**config.mk**
```make
export PLATFORM = sky130hd
export DESIGN_NAME = pipe_hazard_ctrl
export DESIGN_NICKNAME = d
export VERILOG_FILES = /design/src/rtl/pipe_hazard_ctrl.sv
export SDC_FILE = /design/constraint.sdc
export NUM_CORES = 1
export LEC_CHECK = 0
export CORE_MARGIN = 2
export CORE_UTILIZATION = 62
export CTS_CLUSTER_SIZE = 8
export DETAILED_ROUTE_END_ITERATION = 8
export DONT_BUFFER_PORTS = 1
export PLACE_DENSITY = 0.86
export SETUP_SLACK_MARGIN = 0.3
export SYNTH_ARGS = -nofsm -noshare
export SYNTH_HDL_FRONTEND = slang
export SYNTH_SLANG_ARGS = --single-unit
```
**constraint.sdc**
```tcl
create_clock -name clk -period 2.4 [get_ports clk]
set_input_delay 0 -clock clk [delete_from_list [all_inputs] [get_ports clk]]
set_output_delay 0 -clock clk [all_outputs]
set_load 0.01 [all_outputs]
```
**src/rtl/pipe_hazard_ctrl.sv**
```systemverilog
// rtl/pipe_hazard_ctrl.sv - pipeline stage enable/flush sequencer with dmem wait and stall counting
module pipe_hazard_ctrl #(
  parameter int MEM_TIMEOUT = 15,
  parameter int CNT_W       = 32
) (
  input  logic             clk,
  input  logic             rst_n,
  input  logic [4:0]       id_rs,
  input  logic [4:0]       id_rt,
  input  logic [4:0]       ex_rt,
  input  logic             ex_memread,
  input  logic [1:0]       ex_jump,
  input  logic             mem_access,
  input  logic             dmem_ack,
  output logic             dmem_req,
  output logic             pc_en,
  output logic             if_id_en,
  output logic             id_ex_en,
  output logic             ex_mem_en,
  output logic             mem_wb_en,
  output logic             if_id_flush,
  output logic             id_ex_flush,
  output logic             mem_timeout_err,
  output logic [1:0]       state,
  output logic [CNT_W-1:0] stall_cnt
);

  localparam int WW = $clog2(MEM_TIMEOUT + 1);
  localparam logic [WW-1:0] WAIT_LIMIT = WW'(MEM_TIMEOUT - 1);

  typedef enum logic [1:0] {
    RUN      = 2'b00,
    MEM_WAIT = 2'b01,
    ERR      = 2'b10
  } state_t;

  state_t          state_q, state_d;
  logic [WW-1:0]   wait_q, wait_d;
  logic [CNT_W-1:0] cnt_q;
  logic            load_use, jump, mem_miss;

  always_ff @(posedge clk or negedge rst_n) begin
    if (!rst_n) begin
      state_q <= RUN;
      wait_q  <= '0;
      cnt_q   <= '0;
    end else begin
      state_q <= state_d;
      wait_q  <= wait_d;
      if (state_q != ERR && !pc_en)
        cnt_q <= cnt_q + CNT_W'(1);
    end
  end

  always_comb begin
    state_d     = state_q;
    wait_d      = wait_q;
    pc_en       = 1'b1;
    if_id_en    = 1'b1;
    id_ex_en    = 1'b1;
    ex_mem_en   = 1'b1;
    mem_wb_en   = 1'b1;
    if_id_flush = 1'b0;
    id_ex_flush = 1'b0;

    load_use = ex_memread && (ex_rt != 5'd0) && ((ex_rt == id_rs) || (ex_rt == id_rt));
    jump     = |ex_jump;
    mem_miss = mem_access && !dmem_ack;

    case (state_q)
      RUN: begin
        if (mem_miss) begin
          // freeze from the very cycle the miss is seen
          {pc_en, if_id_en, id_ex_en, ex_mem_en, mem_wb_en} = 5'b00000;
          state_d = MEM_WAIT;
          wait_d  = '0;
        end else if (jump) begin
          if_id_flush = 1'b1;
          id_ex_flush = 1'b1;
        end else if (load_use) begin
          pc_en       = 1'b0;
          if_id_en    = 1'b0;
          id_ex_flush = 1'b1;
        end
      end
      MEM_WAIT: begin
        {pc_en, if_id_en, id_ex_en, ex_mem_en, mem_wb_en} = 5'b00000;
        if (dmem_ack)
          state_d = RUN;
        else if (wait_q == WAIT_LIMIT)
          state_d = ERR;
        else
          wait_d = wait_q + WW'(1);
      end
      ERR: begin
        {pc_en, if_id_en, id_ex_en, ex_mem_en, mem_wb_en} = 5'b00000;
      end
      default: begin
        state_d = RUN;
      end
    endcase

    if (!rst_n) begin
      {pc_en, if_id_en, id_ex_en, ex_mem_en, mem_wb_en} = 5'b00000;
      if_id_flush = 1'b1;
      id_ex_flush = 1'b1;
    end
  end

  assign dmem_req        = mem_access && ((state_q == RUN) || (state_q == MEM_WAIT)) && rst_n;
  assign mem_timeout_err = (state_q == ERR);
  assign state           = state_q;
  assign stall_cnt       = cnt_q;

endmodule
```
---- Word-level counts from Yosys, hierarchy flattened ----
Index checks and enable logic that the tools add are counted.
Widths: inputs -> output; s select.
word-level totals
  input bits .............................. 22
  word-level logic and storage cells ...... 58
  output and inout bits ................... 43
  register bits after elaboration ......... 38
operators by class
  bitwise logic cells ..................... 1
  eq/ne operators ......................... 10
  reduce and logical (&&, ||, !) cells .... 17
  mux-type cells .......................... 25
  add/sub/neg operators ................... 2
operators by type and width
  cell                   count
  $add 32x1->32 const B  1
  $mux 1                 15
  $mux 4                 3
  $eq 5x5->1             2
  $ne 2x2->1 const B     4
  $pmux 4 s2             1
  $logic_and 1x1->1      6
  $mux 2                 3
  $pmux 2 s3             1
  $reduce_bool 5->1      1
  $add 4x1->4 const B    1
  $eq 4x4->1 const B     1
  $pmux 1 s2             2
  $reduce_and 4->1       1
  $reduce_or 2->1        2
  $ne 3x3->1 const B     1
  $reduce_and 3->1       1
  $eq 2x1->1 const B     1
  $eq 2x2->1 const B     1
  $logic_not 1->1        2
  $logic_not 2->1        1
  $logic_or 1x1->1       2
  $reduce_bool 2->1      1
  $not 1->1              1

---- Logic depth before layout (Yosys ltp) ----
Gate-level depths: netlist of run 1.
  depth in word-level cells ............... 10
  mapped depth ............................ 9
  gate-level depth less buffers ........... 8

---- Worst setup path after synthesis of run 1 ----
No wires, ideal clock.
  kind .................................... register to register
  from .................................... register state_q[0] (netlist: state[0])
  to ...................................... register cnt_q[22] (netlist: stall_cnt[22])
  stages on the path, launching flop included .. 10
  data required time ...................... 2.321 ns
  slack ................................... 0.223 ns
  library setup time ...................... 0.079 ns
  period minus slack after synthesis ...... 2.177 ns
  path buffers ............................ 1
  arrival ................................. 2.098 ns
  cells stage by stage .................... dfrtp_1 > inv_1 > ha_1 > and4b_1 > buf_4 > nand2_1 > nor4_1 > a32oi_2 > nor4b_2 > xor2_1
between the ends
  word-level cells in the longest chain between the ends .. 6
  elaborated cells between the ends (all ways) .. 9
  those cells by class .................... 3 x eq/ne; 2 x mux; 4 x reduce/logical
ends and longest elaborated chain
  element                    line  text
  from (decl)                37    state_t state_q, state_d;
  from (signal assigned)     48    state_q <= state_d;
  $eq 2x2->1                 n/a
  via mem_timeout_err        23    output logic mem_timeout_err,
  $reduce_or 2->1 (no line)  n/a
  $pmux 1 s2                 70    case (state_q)
  $mux 1                     103   if (!rst_n) begin
  $logic_not 1->1            50    if (state_q != ERR && !pc_en)
  $logic_and 1x1->1          50
  to (signal assigned)       51    cnt_q <= cnt_q + CNT_W'(1);
  to (decl)                  39    logic [CNT_W-1:0] cnt_q;
The timed path passes the listed nets, and every way through them passes these cells.
A chain may end at the register's enable or synchronous reset.

---- Worst setup path in the final report of run 1 ----
  from .................................... register state_q[0] (netlist: state[0])
  to ...................................... register cnt_q[28] (netlist: stall_cnt[28])
The elaborated chain is that of the path after synthesis.

==> results.toml, run 1 <==
[layout]
regArea_um2 = 958
area_delta_synth_final_pct = 15.8
num-nets-final = 248
drive_gt1_share_pct = 24.0
multi_input_area_mm2 = 0.00120
fill_cells = 236
layout.cells.non_filler = 267
antenna_cells = 0

[critical_path]
cp_num_cells = 8
reg2reg_depth = 8
crit_path_top_delay_cell = "dfrtp_2"
critPathCapture = "stall_cnt[28]"
crit_required_ns = 2.64
rrSetupSlack_ns = 0.37
endpoint_kind = "flop"
worst_setup_path_start_kind = "flop"
slowest_delay_ns = 0.48
crit_family = "buffers and inverters"
crit_path_start = "state[0]"
worst_path_most_repeated_cell = "buf_4"
critical_path.cell_chain = "inv_4, ha_4, and4b_1, buf_4, a32oi_4, buf_4, nor2_1, xor2_1"
crit_type = "reg2reg"
cp_num_buf_inv = 3
path_max_fanout = 8
worst_ep_arrival_time_ns = 2.28
reg2reg_from = "state[0]"
r2r-end = "stall_cnt[28]"

[synth]
syn_nets = 233
ys_top_cells_by_count = "dfrtp_1 (38), xnor2_1 (27), nand2_1 (19)"
synth_top_area_cell = "dfrtp_1"
ys_seq_elements = 38
syn_area_mm2 = 0.00211
ys_seq_area_share_pct = 45.1
synth_edf_count = 0
ys.warnings.count = 0
synth_async_sr_flop_share_pct = 100
avgSynthCellArea_um2 = 10.3
synth_cell_types = 39
synth_flop_cell = "dfrtp_1"
netlist.area_leader.share_pct = 45.1
postSynthCellCount = 205
yosysMostFrequentCell = "dfrtp_1"
netlist_top_cells_area = "dfrtp_1 (45%), xnor2_1 (11%), xor2_1 (5.8%), ha_1 (3.6%), nand4_1 (3.6%)"

[clocking]
cts.sinks = 38
cts_tree = "done"
cts_buffers = 5
clkTransAtPathRegs_ns = 0.12
clockRootBuffer = "clkbuf_4"
cts_max_level = 2
clk_path_buf_depth = 2
clk_latency_ns = 0.35

[routing]
wl_um = 4450
ant_nets = 0
drt_pass1_iterations = 6
drt_iter0_drc = 119
vias_per_cell = 6.04
wl_per_cell_um = 16.7
route.detailed.drc = 0
vias = 1614

[global_route]
grt_antenna_before_repair = 0
grt_pass1_vias = 1554
grtUsageTotal_pct = 24.4
grt_pass1_wl_um = 7420
grt.overflow.total = 0
grt_max_degree = 39

[sta]
finalSetupTns_ns = 0
finalSetupViolCount = 0
min_period_over_period_pct = 84.8
worst_slew_pin_slew_ns = 0.821
hold_viol = 0
report.final.slew_viol_count = 0
grt_setup_unrepaired = "yes"
fin_skew_ns = 0.00946
fmax_mhz = 492
timing.slew.headroom_pct = 45.3
worst_slack_ns = 0.365
fin_crit_ns = 2.03

[pwr]
peakVddDrop_mv = 0.576
leakage_nw = 1.05
powerDensity_mw_per_mm2 = 835

[floorplanning]
die_x_um = 62.3
die_y_um = 62.3
fp-row-count = 21
start_util_pct = 63.7
die-area_mm2 = 0.00389
ios = 65
core-area_mm2 = 0.00331

[place]
port_buffers = 0
routabilityCongestion = 0.841
dp.cells = 248
dpl.hpwl_um = 2940
dp_worst_setup_slack_ns = 0.0347

[hold_path]
holdCritPathClass = "in2reg"

[outcome]
status = "completed"

[flow_run]
max_cap_viol_count = 0
==> worst min-delay path: stages <==
cell and delay [ns]:
a211oi_1 0.02, o21ai_1 0.25, o31ai_1 0.10
==> power breakdown <==
part           switching (W)  internal (W)
clock               0.000215      0.000141
combinational       0.000437      0.000333
sequential          0.000166      0.000747
total               0.000817       0.00122
==> layer usage <==
metal	vias to the layer above	part of all wire (%)	global-route usage, %
met4	0	1.2	8.33
met1	800	41	30.5
met2	56	51	39.5
li1	752	-	-
met3	6	6.5	8.51
met5	-	0	0
==> stage by stage <==
stage	hold WS [ns]	instance area [um2]	utilization, %	total power, W
global placement	-0.295	2160	65.3	0.00153
global route	0.0899	2440	73.8	0.00219
finish	0.0567	2440	73.8	0.00204
CTS	0.0498	2360	71.4	0.00200
floorplan	-0.296	2120	-	0.00143
detailed placement	-0.295	2160	65.3	0.00155
==> cells by family after synthesis <==
family | count (synthesis) | share of synthesized area, %
DFF | 38 | 45.1
adders and majority gates | 6 | 3.56
muxes | 1 | 0.712
buffers and inverters | 16 | 3.68
AOI/OAI and AO/OA | 21 | 7.71
xor gates and xnor gates | 41 | 17.0
and+or+nand+nor | 82 | 22.2
==> repair_timing <==
item / in CTS / in global routing
setup buffers: 2 / 5
cloned: 1 / 0
resized for setup: 16 / 10
endpoints found under the hold margin: 39 / 0
hold buffers: 3 / 0
setup endpoints to repair: 33 / 13
pin swaps: 3 / 7
==> registers in the layout, summed over array words and instances, names as in the netlist <==
register   count
stall_cnt     32
wait_q         4
state          2
==> how the worst min path moves through the flow <==
stage                     startpoint      endpoint  slack [ns]  cells past startpoint
final                       dmem_ack     wait_q[1]        0.06                      3
after global routing           rst_n   if_id_flush        0.09                      1
after global placement         rst_n     wait_q[2]       -0.29                      0
after detailed placement       rst_n     wait_q[0]       -0.29                      0
after floorplan                rst_n  stall_cnt[0]       -0.30                      0
after CTS                   dmem_ack     wait_q[1]        0.05                      3
==> placed cells by master, fill, tap and decap left out, types with 2 or more instances in the layout <==
cell | netlist | final
o21ai_0 | 6 | 6
o21a_1 | 2 | 2
xor2_1 | 14 | 14
dfrtp_2 | 0 | 6
a211oi_1 | 3 | 3
a21oi_1 | 2 | 2
nand2_1 | 19 | 19
dlygate4sd3_1 | 0 | 2
nand3_1 | 7 | 7
nand4_1 | 12 | 12
clkbuf_4 | 0 | 5
dfrtp_1 | 38 | 32
nor3_1 | 5 | 3
and2_1 | 2 | 2
xnor2_1 | 27 | 27
ha_4 | 0 | 2
and3_1 | 5 | 4
nor2_1 | 14 | 13
nor3b_2 | 0 | 3
a32oi_4 | 1 | 2
buf_4 | 4 | 11
inv_1 | 8 | 6
inv_2 | 1 | 2
and4b_1 | 2 | 2
ha_1 | 6 | 4
nor4b_2 | 2 | 2
a31o_2 | 2 | 2
nor3_2 | 0 | 2
==> layout make-up <==
class / count / share of cell area, %
inverter: 9 / 1.49
clock inverter: 2 / 0.512
clock buffer: 6 / 2.10
tap: 46 / 2.36
sequential: 38 / 39.2
multi-input combinational: 152 / 49.3
timing repair buffer: 14 / 5.02
Power figures use the tool's default switching activity.
==> run 2, diff against run 1 <==
--- a/config.mk
+++ b/config.mk
@@ -6,11 +6,11 @@
 export NUM_CORES = 1
 export LEC_CHECK = 0
 export CORE_MARGIN = 2
-export CORE_UTILIZATION = 62
+export CORE_UTILIZATION = 56
 export CTS_CLUSTER_SIZE = 8
 export DETAILED_ROUTE_END_ITERATION = 8
 export DONT_BUFFER_PORTS = 1
-export PLACE_DENSITY = 0.86
+export PLACE_DENSITY = 0.82
 export SETUP_SLACK_MARGIN = 0.3
 export SYNTH_ARGS = -nofsm -noshare
 export SYNTH_HDL_FRONTEND = slang
==> constraint.sdc (replaced) <==
create_clock -name clk -period 1.75 [get_ports clk]
set_input_delay 0 -clock clk [delete_from_list [all_inputs] [get_ports clk]]
set_output_delay 0 -clock clk [all_outputs]
set_load 0.01 [all_outputs]
==> results.toml, run 2 (synthesis results as in run 1) <==
[layout]
drive_gt1_share_pct = 47.4
antenna_cells = 0
area_delta_synth_final_pct = 52.8
mostFrequentLayoutCells = "buf_4 (47), dfrtp_1 (38), xnor2_1 (23), nand2_1 (14)"
num-nets-final = 299
final_util_pct = 88.7
largest_reg_flops = 32
final_common_cell = "buf_4"

[clocking]
cts.sinks = 38
clk_latency_ns = 0.30
clk_path_buf_depth = 2
cts_tree = "done"
clkTransAtPathRegs_ns = 0.08
cts_buffers = 5
clockRootBuffer = "clkbuf_8"
cts_max_level = 2

[sta]
timing.slew.headroom_pct = 73.8
min_period_over_period_pct = 121
worst_slew_pin_slew_ns = 0.392
finalSetupViolCount = 43
report.final.slew_viol_count = 0
fin_crit_ns = 2.11
hold_viol = 0
fin_skew_ns = 0.00966
worst_slack_ns = -0.361
fmax_mhz = 474
grt_setup_unrepaired = "yes"

[global_route]
grt_busiest_layer = "met2"
use_met3_pct = 9.08
grt_use_met1_pct = 31.5
grt_antenna_before_repair = 0
grt.overflow.total = 0
grt_pass1_wl_um = 9320
grt_max_degree = 39
grtUsageTotal_pct = 28.8
grt_pass1_vias = 1974
use_met2_pct = 50.8

[outcome]
failed_checks = "setup timing"
status = "finished with violations"

[floorplanning]
fp-row-count = 22
start_util_pct = 58.1
die_x_um = 65.4
ios = 65
core-area_mm2 = 0.00363
die_y_um = 65.4
die-area_mm2 = 0.00427

[routing]
drt_pass1_iterations = 4
wl_per_cell_um = 21.9
wl_um = 7020
ant_nets = 0
route.detailed.drc = 0
drt_iter0_drc = 153
vias_per_cell = 6.06
vias = 1938

[pwr]
leakage_nw = 1.51
total_power_w = 0.00457
peakVddDrop_mv = 0.940
powerDensity_mw_per_mm2 = 1420

[critical_path]
endpoint_kind = "flop"
slowest_delay_ns = 0.44
crit_family = "buffers and inverters"
crit_required_ns = 1.96
reg2reg_depth = 10
critical_path.cell_chain = "inv_2, ha_4, buf_4, o21a_1, o21ai_2, buf_6, a31o_4, buf_8, nand3b_1, xnor2_2"
worst_setup_path_start_kind = "flop"
crit_path_top_delay_cell = "dfrtp_1"
worst_ep_arrival_time_ns = 2.32
cp_num_buf_inv = 4
cp_num_cells = 10
path_max_fanout = 7
crit_type = "reg2reg"

[place]
port_buffers = 0
routabilityCongestion = 0.816
dpl.hpwl_um = 3470

[hold_path]
holdCritPathClass = "in2out"
whs_path_depth = 1

[flow_run]
max_cap_viol_count = 0
## run 2: cell count changes in the layout (fill, tap and decap cells not counted), sizes merged
cell / delta
clkinv: -1
buf: +51
bufinv: +2
clkbuf: +1
inv: -1
a32oi: -1
## run 2: stage by stage
stage	cells	instance area (um2)	hold WS, ns	TNS [ns]	setup WS, ns
2_1_floorplan	205	2190	-0.296	-4.29	-0.297
6_report	320	3220	0.0667	-9.48	-0.361
3_5_place_dp	294	2570	-0.295	-3.66	-0.271
4_1_cts	312	2920	0.0950	-3.59	-0.211
5_1_grt	320	3220	0.0712	-11.23	-0.407
3_3_place_gp	294	2570	-0.295	-2.40	-0.163
## run 2: worst paths after layout
check / from / endpoint / slack [ns]
worst min register to register: stall_cnt[31] / stall_cnt[31] / 0.55
worst max register to register: state[1] / stall_cnt[2] / -0.36
worst min-delay path: rst_n / if_id_flush / 0.07
max in group asynchronous: rst_n / stall_cnt[7] / 1.38
worst max-delay path: state[1] / stall_cnt[2] / -0.36
min in group asynchronous: rst_n / wait_q[0] / 0.17
## run 2: metal layers
layer | up-vias | wire (um) | part of all wire (%)
li1 | 846 | - | -
met1 | 970 | 2670 | 38
met2 | 100 | 3630 | 52
met3 | 22 | 495 | 7.1
met4 | 0 | 218 | 3.1
met5 | - | 0 | 0
## run 2: worst reg2reg max path, stage by stage (launching register included)
cell and delay (ns):
dfrtp_1 0.44, inv_2 0.08, ha_4 0.18, buf_4 0.14, o21a_1 0.13, o21ai_2 0.19
buf_6 0.15, a31o_4 0.16, buf_8 0.14, nand3b_1 0.16, xnor2_2 0.25
## run 2: final cells by class
type                            count  area, um2
Clock inverter                      2       60.1
Sequential cell                    38        951
Timing Repair Buffer               66        599
Tap cell                           48       60.1
Clock buffer                        6       82.6
Multi-Input combinational cell    151       1430
Fill cell                         179        410
Inverter                            9       40.0
## run 2: power by group
group | switching [W] | leakage, nW | internal (W)
logic | 0.00128 | 0.936 | 0.00119
registers | 0.000139 | 0.508 | 0.00102
clock network | 0.000335 | 0.0714 | 0.000608
## run 2: what timing repair did
item / 4_1_cts / 5_1_grt
hold endpoints to repair: 40 / 0
resized for setup: 24 / 52
endpoints found under the setup margin: 45 / 46
hold buffers: 3 / 0
pin swaps: 5 / 23
buffers inserted: 7 / 7
gates cloned: 0 / 1
